==> src/rtl/uart_rx_core_if.sv <==
// Receive-side bundle for uart_rx_core: serial line in, recovered byte and status pulses out.
// master = the receiver, slave = the line driver / byte consumer.
interface uart_rx_core_if;
  logic       rx;
  logic [7:0] rx_data;
  logic       rx_valid;
  logic       rx_intr;
  logic       frame_err;
  logic       parity_err;

  modport master (
    input  rx,
    output rx_data, rx_valid, rx_intr, frame_err, parity_err
  );

  modport slave (
    output rx,
    input  rx_data, rx_valid, rx_intr, frame_err, parity_err
  );
endinterface

==> src/rtl/uart_rx_core.sv <==
// 8N1 UART receiver with internal baud timing and mid-bit sampling.
// Define UART_RX_PARITY_EN to receive 8E1 frames with an even-parity check.
module uart_rx_core #(
  parameter int CLK_FREQ     = 50_000_000,
  parameter int BAUD         = 9600,
  parameter int CLKS_PER_BIT = CLK_FREQ / BAUD
) (
  input  logic            clk,
  input  logic            rst,
  uart_rx_core_if.master  rxif
);
  localparam int HALF_BIT = CLKS_PER_BIT / 2;
  localparam int CW       = $clog2(CLKS_PER_BIT);
  localparam logic [CW-1:0] HALF_TERM = CW'(HALF_BIT - 1);
  localparam logic [CW-1:0] BIT_TERM  = CW'(CLKS_PER_BIT - 1);

  typedef enum logic [2:0] {
    IDLE,
    START,
    DATA,
`ifdef UART_RX_PARITY_EN
    PARITY,
`endif
    STOP
  } state_t;

  // Synchronizer plus a fill marker: an edge counts only once rxs carries the
  // real line level and that level has been seen high since reset.
  logic       rx_meta, rxs, rxs_d;
  logic [1:0] fill;
  logic       seen_hi;
  logic       fall;

  always_ff @(posedge clk or negedge rst) begin
    if (!rst) begin
      rx_meta <= 1'b1;
      rxs     <= 1'b1;
      rxs_d   <= 1'b1;
      fill    <= 2'b00;
      seen_hi <= 1'b0;
    end else begin
      rx_meta <= rxif.rx;
      rxs     <= rx_meta;
      rxs_d   <= rxs;
      fill    <= {fill[0], 1'b1};
      if (fill[1] && rxs) seen_hi <= 1'b1;
    end
  end

  assign fall = seen_hi & rxs_d & ~rxs;

  state_t        state;
  logic [CW-1:0] cnt;
  logic [2:0]    bit_cnt;
  logic [7:0]    shreg;
  logic [7:0]    data_q;
  logic          valid_q, intr_q, ferr_q;
`ifdef UART_RX_PARITY_EN
  logic          perr_q, par_bad;
`endif

  always_ff @(posedge clk or negedge rst) begin
    if (!rst) begin
      state   <= IDLE;
      cnt     <= '0;
      bit_cnt <= '0;
      shreg   <= '0;
      data_q  <= '0;
      valid_q <= 1'b0;
      intr_q  <= 1'b0;
      ferr_q  <= 1'b0;
`ifdef UART_RX_PARITY_EN
      perr_q  <= 1'b0;
      par_bad <= 1'b0;
`endif
    end else begin
      valid_q <= 1'b0;
      ferr_q  <= 1'b0;
`ifdef UART_RX_PARITY_EN
      perr_q  <= 1'b0;
`endif
      cnt <= cnt + 1'b1;
      case (state)
        IDLE: begin
          cnt <= '0;
          if (fall) begin
            state  <= START;
            intr_q <= 1'b1;
          end
        end
        START: begin
          if (cnt == HALF_TERM) begin
            cnt <= '0;
            if (!rxs) begin
              state   <= DATA;
              bit_cnt <= '0;
            end else begin
              state  <= IDLE;
              intr_q <= 1'b0;
            end
          end
        end
        DATA: begin
          if (cnt == BIT_TERM) begin
            cnt     <= '0;
            shreg   <= {rxs, shreg[7:1]};
            bit_cnt <= bit_cnt + 3'd1;
            if (bit_cnt == 3'd7) begin
`ifdef UART_RX_PARITY_EN
              state <= PARITY;
`else
              state <= STOP;
`endif
            end
          end
        end
`ifdef UART_RX_PARITY_EN
        PARITY: begin
          if (cnt == BIT_TERM) begin
            cnt     <= '0;
            par_bad <= rxs ^ (^shreg);
            state   <= STOP;
          end
        end
`endif
        STOP: begin
          if (cnt == BIT_TERM) begin
            // Leave at mid stop bit so a back-to-back start edge is not missed.
            cnt    <= '0;
            state  <= IDLE;
            intr_q <= 1'b0;
            if (!rxs) begin
              ferr_q <= 1'b1;
`ifdef UART_RX_PARITY_EN
            end else if (par_bad) begin
              perr_q <= 1'b1;
`endif
            end else begin
              data_q  <= shreg;
              valid_q <= 1'b1;
            end
          end
        end
        default: begin
          state  <= IDLE;
          intr_q <= 1'b0;
        end
      endcase
    end
  end

  assign rxif.rx_data   = data_q;
  assign rxif.rx_valid  = valid_q;
  assign rxif.rx_intr   = intr_q;
  assign rxif.frame_err = ferr_q;
`ifdef UART_RX_PARITY_EN
  assign rxif.parity_err = perr_q;
`else
  assign rxif.parity_err = 1'b0;
`endif
endmodule

==> src/flat_wrapper.sv <==
// flat-port wrapper written by rule: the top's interface ports become plain ports
module uart_rx_core_flat 
#(
  parameter int CLK_FREQ     = 50_000_000,
  parameter int BAUD         = 9600,
  parameter int CLKS_PER_BIT = CLK_FREQ / BAUD
)
  (clk, rst, rxif_rx, rxif_rx_data, rxif_rx_valid, rxif_rx_intr, rxif_frame_err, rxif_parity_err);
  uart_rx_core_if rxif_i ();
  input  logic clk;
  input  logic rst;
  input wire logic [$bits(rxif_i.rx)-1:0] rxif_rx;
  output wire logic [$bits(rxif_i.rx_data)-1:0] rxif_rx_data;
  output wire logic [$bits(rxif_i.rx_valid)-1:0] rxif_rx_valid;
  output wire logic [$bits(rxif_i.rx_intr)-1:0] rxif_rx_intr;
  output wire logic [$bits(rxif_i.frame_err)-1:0] rxif_frame_err;
  output wire logic [$bits(rxif_i.parity_err)-1:0] rxif_parity_err;
  assign rxif_i.rx = rxif_rx;
  assign rxif_rx_data = rxif_i.rx_data;
  assign rxif_rx_valid = rxif_i.rx_valid;
  assign rxif_rx_intr = rxif_i.rx_intr;
  assign rxif_frame_err = rxif_i.frame_err;
  assign rxif_parity_err = rxif_i.parity_err;
  uart_rx_core #(.CLK_FREQ(CLK_FREQ), .BAUD(BAUD), .CLKS_PER_BIT(CLKS_PER_BIT)) u_core (.clk(clk), .rst(rst), .rxif(rxif_i));
endmodule
==> config.mk <==
export PLATFORM = sky130hd
export DESIGN_NAME = uart_rx_core_flat
export DESIGN_NICKNAME = d
export VERILOG_FILES = /design/src/rtl/uart_rx_core_if.sv /design/src/rtl/uart_rx_core.sv /design/src/flat_wrapper.sv
export SDC_FILE = /design/constraint.sdc
export NUM_CORES = 1
export LEC_CHECK = 0
export BUFFER_PORTS_ARGS = -buffer_cell sky130_fd_sc_hd__buf_4
export CELL_PAD_IN_SITES_DETAIL_PLACEMENT = 1
export CELL_PAD_IN_SITES_GLOBAL_PLACEMENT = 1
export CORE_UTILIZATION = 45
export CTS_BUF_LIST = sky130_fd_sc_hd__clkbuf_4
export DETAILED_ROUTE_END_ITERATION = 8
export GPL_TIMING_DRIVEN = 0
export PLACE_DENSITY_LB_ADDON = 0.1
export SLEW_MARGIN = 40
export SYNTH_ARGS = -nofsm -noshare
export SYNTH_HDL_FRONTEND = slang
export SYNTH_SLANG_ARGS = --single-unit
==> constraint.sdc <==
create_clock -name clk -period 1.65 [get_ports clk]
set_input_delay 0 -clock clk [delete_from_list [all_inputs] [get_ports clk]]
set_output_delay 0 -clock clk [all_outputs]
set_load 0.03 [all_outputs]
==> impl_metrics.csv <==
group,metric,value,unit
yosys,ys_ff_latch,43,
timing,setup_viol,26,
setup_path,crit_fanout,5,
grt,grt_start_max_net_pins,44,
timing,hold_viol_final,0,
die,start_util,0.474,
timing,period_minus_slack,1700,ps
grt,grt_pass1_vias,1345,
die,ios,15,
timing,fin_ws,-46.8,ps
timing,max_freq,589,MHz
power_and_ir_drop,ir_worst_vdd,0.000797,V
power_and_ir_drop,leakage,1.12,nW
yosys,netlist_area,1910,um2
cells_and_area,fill_cells,431,
die,row_count,23,
yosys,ys_seq_area_frac,0.566,
setup_path,cp_cell_sequence,"ha_4 > and4bb_2 > and4_4 > a2bb2oi_4 > buf_6 > nor2_2",
drt,drt_iter0_drc,63,
status,outcome,"finished, violations left",
clock_network,clockBufferDepth,2,
cells_and_area,mostFrequentLayoutCells,"37 x dfrtp_1, 25 x buf_4, 11 x nand2_1",
place,place_area,2080,um2
setup_path,cpLargestDelayFamily,"simple AND/OR/NAND/NOR gates",
drt,drt_pre_antenna_iters,4,
drt,wl_per_cell,17.4,um
timing,relSlewSlack,0.634,
setup_path,crit_slowest_cell,"dfrtp_1",
clock_network,clockRootBuffer,"clkbuf_4",
yosys,yosysWarnings,0,
drt,vias,1287,
setup_path,cp_data_required_time,1910,ps
worst_hold_path,worstHoldPathType,"in2async",
place,routabilityCongestion,0.773,
cells_and_area,layout.nets,197,
drt,ant_nets,0,
cells_and_area,regArea,1080,um2
drt,wl,4220,um
clock_network,cts_tree,"built",
timing,worst_slew_pin_slew,549,ps
drt,routed.top_layer,"met4",
place,post-place-ws,-299,ps
grt,grt_usage,0.207,
cells_and_area,multi_input_area,882,um2
drt,wl_met3,102,um
place,port_buffers,13,
timing,maxSlewViolCount,0,
setup_path,criticalPathCategory,"reg2reg",
setup_path,path_buf_inv,1,
yosys,synth.avg_cell_area,12.3,um2
yosys,synthCells,155,
clock_network,clock_sinks,43,
clock_network,h-tree-depth,2,
timing,period_share,1.03,
yosys,yosysUniqueCellTypes,38,
setup_path,critical-path-max-stage-delay,430,ps
die,core,4030,um2
setup_path,worstPathArrival,1960,ps
die,die_h,67.1,um
drt,met2WireLength,2090,um
setup_path,cp-end-kind,"register",
cells_and_area,drive_above_1_share,0.443,
status,violations,"setup timing",
die,die_area,4500,um2
grt,grt-ovfl-total,0,
place,place_hpwl,2450,um
drt,drc,0,
die,die-width,67.1,um
drt,route.layer.met1.wl,1950,um
timing,fin_skew,11.8,ps
grt,grt_pass1_wl,6740,um
cells_and_area,stdcell_area,2390,um2
cells_and_area,diodes,0,
timing,finalHoldWorstSlack,147,ps
clock_network,clock_latency,360,ps
timing,rsz0062_at_grt,"true",
grt,antenna_found_initial,0,
setup_path,worstSetupStartpointType,"register",
yosys,syn-num-nets,161,
power_and_ir_drop,power_density,944,nW/um2
drt,routed_via_density,5.32,
job,cap_viol_max_count,0,
clock_network,cts_buffers,5,
cells_and_area,syn_to_final_growth,25.0,%
cells_and_area,final_common_cell,"dfrtp_1",
timing,fin_tns_setup,-868,ps
clock_network,path_clk_slew,130,ps
-- registers in the layout (all words and copies together), names as in the netlist, 2 cells and up --
name                 count
u_core.cnt              13
u_core.rxif.rx_data      8
u_core.shreg             8
u_core.bit_cnt           3
u_core.fill              2
u_core.state             2
-- path summary, 6_finish.rpt --
path / from / endpoint / slack (ps) / cells past startpoint
worst min register to register: u_core.rx_meta$_DFF_PN1_ / u_core.rxs$_DFF_PN1_ / 370 / 0
max in group asynchronous: rst / u_core.cnt[2]$_DFF_PN0_ / 1090 / 2
worst max register to register: u_core.cnt[0]$_DFF_PN0_ / u_core.cnt[7]$_DFF_PN0_ / -50 / 6
worst max-delay path: u_core.cnt[0]$_DFF_PN0_ / u_core.cnt[7]$_DFF_PN0_ / -50 / 6
min in group clk: rxif_rx / u_core.rx_meta$_DFF_PN1_ / 290 / 2
worst min-delay path: rst / u_core.fill[1]$_DFF_PN0_ / 150 / 2
-- worst reg2reg max path, cell delays in order (launching register included) --
cell and delay [ps]:
dfrtp_1 430, ha_4 170, and4bb_2 270, and4_4 270
a2bb2oi_4 230, buf_6 180, nor2_2 50
-- per-layer routing --
layer	track usage	up-vias
met2	0.328	16
met3	0.0360	8
met4	0.0718	0
li1	-	609
met1	0.285	654
met5	0	-
-- power by group --
group,switching (mW),internal [mW]
combinational,0.245,0.248
clock,0.338,0.181
sequential,0.106,1.14
total,0.688,1.56
-- synthesized netlist by cell type (all sizes together) --
cell type / number / area (um2)
dfrtp: 40 / 1000
nor2: 17 / 63.8
mux2: 16 / 180
nand2: 11 / 41.3
nand3: 9 / 45.0
xor2: 8 / 70.1
buf: 5 / 36.3
a21oi: 4 / 20.0
nand4: 4 / 25.0
xnor2: 4 / 35.0
and3: 3 / 20.0
and4: 3 / 27.5
dfstp: 3 / 78.8
ha: 3 / 37.5
nor4b: 3 / 41.3
and4b: 2 / 21.3
and4bb: 2 / 25.0
conb: 2 / 7.51
nor2b: 2 / 12.5
nor3: 2 / 21.3
nor4: 2 / 12.5
a21o: 1 / 7.51
a2bb2oi: 1 / 26.3
a31oi: 1 / 6.26
and2: 1 / 6.26
and2b: 1 / 8.76
clkbuf: 1 / 3.75
inv: 1 / 3.75
o211ai: 1 / 7.51
o2bb2ai: 1 / 8.76
or2: 1 / 6.26
-- final cells by class --
class / count / area share
buffer: 5 / 0.0178
clock buffer: 6 / 0.0189
clock inverter: 2 / 0.00524
inverter: 1 / 0.00157
multi-input combinational: 105 / 0.370
sequential: 43 / 0.454
tap: 50 / 0.0262
timing repair buffer: 30 / 0.106
-- cells by family (layout without fill, tap and decap cells) --
group / Yosys count / count (layout) / synth area share
flops: 43 / 43 / 0.566
other cells: 2 / 2 / 0.00394
fa+ha+maj: 3 / 3 / 0.0197
buf+inv: 7 / 44 / 0.0229
simple gates: 63 / 63 / 0.198
compound gates: 9 / 9 / 0.0400
mux: 16 / 16 / 0.0944
xor+xnor: 12 / 12 / 0.0551
-- per-stage QoR --
stage	total power, mW	std cells	util
2_1_floorplan	1.41	155	-
3_3_place_gp	1.50	218	0.517
3_5_place_dp	1.52	218	0.517
4_1_cts	2.15	238	0.570
5_1_grt	2.35	242	0.592
6_report	2.25	242	0.592
-- what timing repair did --
item	4_1_cts	5_1_grt
hold endpoints to repair	44	0
buffers inserted	9	4
pin swaps	4	10
setup endpoints to repair	34	36
gates resized for setup	12	25
hold buffers	2	0
cloned	1	1
No activity file was read; power rests on OpenSTA's default activity.
